--- src/rtl/regfile_sb_pkg.sv ---
// Shared defaults and address-width helper for the scoreboarded register file.
package regfile_sb_pkg;

    localparam int DEF_XLEN = 32;
    localparam int DEF_NREG = 32;
    localparam int DEF_NRD  = 2;

    // Index width for a register count; at least one bit so that NREG=2 still has an address.
    function automatic int addr_w(input int n);
        int w;
        w = 1;
        while ((1 << w) < n) begin
            w++;
        end
        return w;
    endfunction

endpackage

--- src/rtl/regfile_sb_score.sv ---
// Busy-bit scoreboard: tracks registers with a pending producer and keeps a
// registered popcount of the busy bits. Register 0 is never marked busy.
module regfile_sb_score
    import regfile_sb_pkg::*;
#(
    parameter  int NREG = DEF_NREG,
    localparam int AW   = addr_w(NREG)
) (
    input  logic            clk,
    input  logic            rst,
    input  logic            wen,
    input  logic [AW-1:0]   waddr,
    input  logic            iss_valid,
    input  logic [AW-1:0]   iss_rd,
    input  logic            flush,
    output logic [NREG-1:0] busy,
    output logic [AW:0]     busy_cnt
);

    logic            do_set;
    logic            do_clr;
    logic            cnt_inc;
    logic            cnt_dec;
    logic [NREG-1:0] busy_nxt;

    // Next busy vector and count delta; an issue to the index being written keeps the bit set.
    always_comb begin
        do_set   = iss_valid && (iss_rd != '0) && (int'(iss_rd) < NREG);
        do_clr   = wen && (waddr != '0) && (int'(waddr) < NREG);
        cnt_inc  = do_set && !busy[iss_rd];
        cnt_dec  = do_clr && busy[waddr] && !(do_set && (iss_rd == waddr));
        busy_nxt = busy;
        if (do_clr) begin
            busy_nxt[waddr] = 1'b0;
        end
        if (do_set) begin
            busy_nxt[iss_rd] = 1'b1;
        end
        busy_nxt[0] = 1'b0;
    end

    // Busy bits and count; flush drops every pending producer, including a same-cycle issue.
    always_ff @(posedge clk or negedge rst) begin
        if (!rst) begin
            busy     <= '0;
            busy_cnt <= '0;
        end else if (flush) begin
            busy     <= '0;
            busy_cnt <= '0;
        end else begin
            busy     <= busy_nxt;
            busy_cnt <= busy_cnt + {{AW{1'b0}}, cnt_inc} - {{AW{1'b0}}, cnt_dec};
        end
    end

endmodule

--- src/rtl/regfile_sb.sv ---
// Register file with busy-bit scoreboard, NRD combinational read ports and a
// debug read port. Define REGFILE_SB_BYPASS_EN to forward same-cycle writeback
// data (and a cleared busy flag) to matching read ports; the debug port never forwards.
module regfile_sb
    import regfile_sb_pkg::*;
#(
    parameter  int XLEN = DEF_XLEN,
    parameter  int NREG = DEF_NREG,
    parameter  int NRD  = DEF_NRD,
    localparam int AW   = addr_w(NREG)
) (
    input  logic              clk,
    input  logic              rst,
    input  logic              wen,
    input  logic [AW-1:0]     waddr,
    input  logic [XLEN-1:0]   wdata,
    input  logic [NRD*AW-1:0] rd_addr,
    output logic [NRD*XLEN-1:0] rd_data,
    output logic [NRD-1:0]    rd_busy,
    input  logic              iss_valid,
    input  logic [AW-1:0]     iss_rd,
    input  logic              flush,
    output logic [AW:0]       busy_cnt,
    input  logic [AW-1:0]     dbg_addr,
    output logic [XLEN-1:0]   dbg_data
);

    logic [XLEN-1:0] regs [NREG];
    logic [NREG-1:0] busy;

    regfile_sb_score #(.NREG(NREG)) u_score (
        .clk       (clk),
        .rst       (rst),
        .wen       (wen),
        .waddr     (waddr),
        .iss_valid (iss_valid),
        .iss_rd    (iss_rd),
        .flush     (flush),
        .busy      (busy),
        .busy_cnt  (busy_cnt)
    );

    // Data array; register 0 and out-of-range indices are never written.
    always_ff @(posedge clk or negedge rst) begin
        if (!rst) begin
            for (int i = 0; i < NREG; i++) begin
                regs[i] <= '0;
            end
        end else if (wen && (waddr != '0) && (int'(waddr) < NREG)) begin
            regs[waddr] <= wdata;
        end
    end

    for (genvar k = 0; k < NRD; k++) begin : g_rd
        logic [AW-1:0]   ra;
        logic [XLEN-1:0] d;
        logic            b;

        assign ra = rd_addr[k*AW +: AW];

        // Read mux for port k; zero in reset, for x0 and for out-of-range indices.
        always_comb begin
            d = '0;
            b = 1'b0;
            if (rst && (ra != '0) && (int'(ra) < NREG)) begin
                d = regs[ra];
                b = busy[ra];
`ifdef REGFILE_SB_BYPASS_EN
                if (wen && (waddr == ra)) begin
                    d = wdata;
                    if (!(iss_valid && (iss_rd == ra))) begin
                        b = 1'b0;
                    end
                end
`endif
            end
        end

        assign rd_data[k*XLEN +: XLEN] = d;
        assign rd_busy[k]              = b;
    end

    // Debug read always shows stored contents.
    always_comb begin
        dbg_data = '0;
        if (rst && (dbg_addr != '0) && (int'(dbg_addr) < NREG)) begin
            dbg_data = regs[dbg_addr];
        end
    end

endmodule

--- config.mk ---
export PLATFORM = sky130hd
export DESIGN_NAME = regfile_sb
export DESIGN_NICKNAME = d
export VERILOG_FILES = /design/src/rtl/regfile_sb_pkg.sv /design/src/rtl/regfile_sb_score.sv /design/src/rtl/regfile_sb.sv
export SDC_FILE = /design/constraint.sdc
export NUM_CORES = 2
export LEC_CHECK = 0
export ABC_CLOCK_PERIOD_IN_PS = 5600
export CELL_PAD_IN_SITES_DETAIL_PLACEMENT = 1
export CELL_PAD_IN_SITES_GLOBAL_PLACEMENT = 2
export CORE_ASPECT_RATIO = 1.5
export CORE_MARGIN = 2
export CORE_UTILIZATION = 40
export CTS_BUF_LIST = sky130_fd_sc_hd__clkbuf_2 sky130_fd_sc_hd__clkbuf_4 sky130_fd_sc_hd__clkbuf_8
export DETAILED_ROUTE_END_ITERATION = 10
export PLACE_DENSITY_LB_ADDON = 0.1
export SYNTH_ARGS = -nofsm -noshare
export SYNTH_HDL_FRONTEND = slang
export SYNTH_SLANG_ARGS = --single-unit
--- constraint.sdc ---
create_clock -name clk -period 5.6 [get_ports clk]
set_input_delay 0.56 -clock clk [delete_from_list [all_inputs] [get_ports clk]]
set_output_delay 0.56 -clock clk [all_outputs]
set_load 0.01 [all_outputs]
==> impl_results.md <==
- Outcome: finished, final reports clean
- Placed inst area: roughly 0.069 mm^2
- Die extent in x: around 330 um
- Period utilization: 0.8746
- Post-synth EDFFs: 0
- Post-CTS sizing: 0
- #FFs+latches synth: 1,061
- Number of nets in the layout: about 4.2k
- Dominant synthesized flop cell: dfrtp_1
- Post-synthesis mux area share: 0.5068
- Total global routing overflow: 0
- Power Total: approximately 0.024 W
- Fillcell total: ~16k
- Cts hold-fix bufs: 1
- CP max-delay cell: nand3b_1
- Min-delay worst type: in -> async
- Crit-path cells: dlygate4sd3_1 > buf_8 > nand3b_1 > buf_4 > o22a_1 > o221ai_1 > clkdlybuf4s50_1
- Full die area: roughly 0.17 mm^2
- CP arrival: ~4300 ps
- Synth Area in Compound Gates: 0.03105
- Largest net degree at the start of global routing: 162
- Vias: between 40k and 50k
- Number of I/O pins: about 170
- Clock Skew: ~14 ps
- Post-route cell area: about 0.073 mm^2
- Area contributors post-synth: dfrtp_1 41%, mux4_2 29%, mux2_2 13%
- # Max-Cap Violations: 0
- CP Capture Type: output pin
- Post-DP HPWL: 148.2 mm
- CP delay by family, top: buffers and inverters
- Adder-cell share of the synthesized area: 0.001465
- CP bufs+invs: 4
- Area growth syn-to-layout: 11.87%
- Total CTS buffers: between 150 and 200
- Fmax: about 0.2 GHz
- Tot GR Track Use: 0.3037
- Largest fanout on the critical path: 44
- CTS max path bufs: 3
- Clk slew on worst S/H paths: 60 ps
- Critical path's largest stage delay: roughly 1000 ps
- Register area share after synthesis: 0.4092
- Req. time, crit path: just over 5000 ps
- Total negative slack: 0 ps
- Largest family of logic cells by synthesized area: multiplexers
- Skew-Pair Late Insertion Delay: roughly 930 ps
- Crit Path Category: in -> out
- Die height: between 400 and 500 um
- Slew Limit Headroom: 0.08888
- Cell count after placement: 6,075
- Synth top area share: 0.4092
- Port buffer count: 165
- Ys async rst share: 1.000
- Drt total wl: 249.7 mm
- Leak: 30.23 nW
- Post-DRT Antenna Nets: 0
- Residual DRC: 0
- Via/cell ratio: about 6.6
- Post-synthesis simple-gate area fraction: 0.01485
- Critical Path Stages: 7
- Commonest cells in the netlist: 1,061 x dfrtp_1, 829 x mux4_2, 730 x mux2_2
- Final Hold Viols: 0
- Yosys cell types: 48
- Count leader, synth: dfrtp_1
- Mapped Area: ~0.065 mm^2
- WL/cell: between 30 and 40 um
- Routability cong.: between 0.7 and 0.8
- Area leader, netlist: dfrtp_1
- Num rows: 181
- CP startpoint kind: primary input
- Num Clock Sinks: ~1.1k
- CTS Root Cell: clkbuf_8
- Initial Util: 0.4013
- Warnings, synthesis: 0
- Syn_area_per_cell: approximately 16 um^2
- Pin slew with the least headroom to its limit: 1363 ps
- Xor-xnor portion of the synthesized cell area: 0.001215
- Non-Filler Instances: 6,406
- Initial DRC Count: between 3k and 4k
- Vias in the first global route: 46.08k
- Mapped Cells: roughly 4.2k
- CTS tree: done
- Post-CTS Setup Repair Bufs: 0
- Reg2Reg Depth: 12
- Initial antenna violation count: 21
- # H-tree levels: 4
- Final Max Tran Viols: 0
- # setup viols final: 0
- Worst setup startpoint: rst
- R2r startpoint: u_score.busy[8]$_DFF_PN0_
- First-pass GRT wire length: roughly 360 mm
- Core area: 0.1617 mm^2
- Syn_nets: around 4.2k
- Layout cells sized above 1: 0.4822
- VDD IR-drop max: roughly 0.28 mV
- Min Tclk post-route: approximately 5000 ps
- Cell Pwr Density: approximately 340 mW/mm^2
- RSZ-0062 raised after global routing: no
- TritonRoute pass-1 iters: 7
## where the power goes
group | switching (W) | total [W] | internal, W
clock network | 0.00351 | 0.00788 | 0.00438
registers | 0.00140 | 0.0105 | 0.00908
logic | 0.00247 | 0.00603 | 0.00356
## layout by cell type, fill, tap and decap left out, types with 5 or more instances in the layout
cell type	Yosys	routed
dfrtp_1	1061	1061
mux4_2	829	829
mux2_2	730	730
mux2_1	295	295
mux2i_1	267	267
clkbuf_8	0	236
clkdlybuf4s50_1	0	153
buf_4	15	112
o22a_1	65	65
o221ai_1	65	65
nor2_1	74	62
clkbuf_4	0	58
a22oi_1	55	55
nand2_1	65	53
a31oi_1	35	35
buf_12	0	24
clkinv_2	0	16
a21oi_1	14	14
o21ai_0	13	13
nand2_4	0	12
nor2_4	0	12
inv_1	10	10
nand3b_1	10	10
nand3_4	0	9
buf_8	0	9
xnor2_1	7	7
nand3_1	15	6
ha_1	6	6
clkinvlp_4	0	6
diode_2	0	5
nor2b_1	5	5
and3b_1	6	5
nor3_1	5	5
bufinv_16	0	5
## area by class of cell
class / count / area (um^2) / area share
multi-input cells: 2601 / 36350 / 0.5008
flip-flops and latches: 1061 / 26550 / 0.3658
clock buffers: 294 / 3684 / 0.05075
repair buffers: 300 / 3009 / 0.04145
well taps: 2104 / 2633 / 0.03627
clock inverters: 31 / 312.8 / 0.004309
inverters: 10 / 37.54 / 0.0005171
diodes: 5 / 12.51 / 0.0001724
## path summary, 6_finish.rpt
kind                            slack [ps]                       endpoint
worst min register to register         420         regs[1011]$_DFFE_PN0P_
worst max register to register        2310  u_score.busy_cnt[4]$_DFF_PN0_
worst max-delay path                   700                   dbg_data[20]
worst min-delay path                   180          regs[508]$_DFFE_PN0P_
max in group asynchronous             1970          regs[367]$_DFFE_PN0P_
min in group clk                       420         regs[1011]$_DFFE_PN0P_
## layer usage
metal	track usage	wire length, um	vias up
li1	-	-	16700
met1	0.3936	101800	23960
met2	0.5145	126100	1369
met3	0.04885	12470	452
met4	0.1111	9331	12
met5	0	91	-
## per-stage QoR
stage | hold slack (ps) | setup slack (ps) | utilization
final | 178.4 | 702.1 | 0.4489
after global routing | 165.3 | 612.2 | 0.4489
after CTS | 140.0 | 721.0 | 0.4488
after detailed placement | 401.6 | 1232 | 0.4241
after global placement | 393.9 | 1104 | 0.4241
after floorplan | 264.4 | 2065 | -
## flip-flops by register name (all words and copies together) (netlist names)
name,flops
u_score.busy_cnt,6
regs,1024
u_score.busy,31
## logic make-up (layout without fill, tap and decap cells)
group / Yosys count / count (layout)
mux: 2121 / 2121
xor+xnor: 9 / 9
buf+inv: 517 / 635
compound gates: 260 / 260
simple gates: 204 / 204
fa+ha+maj: 7 / 7
flops: 1061 / 1061
other cells: 0 / 5
No activity file was read; power rests on OpenSTA's default activity.
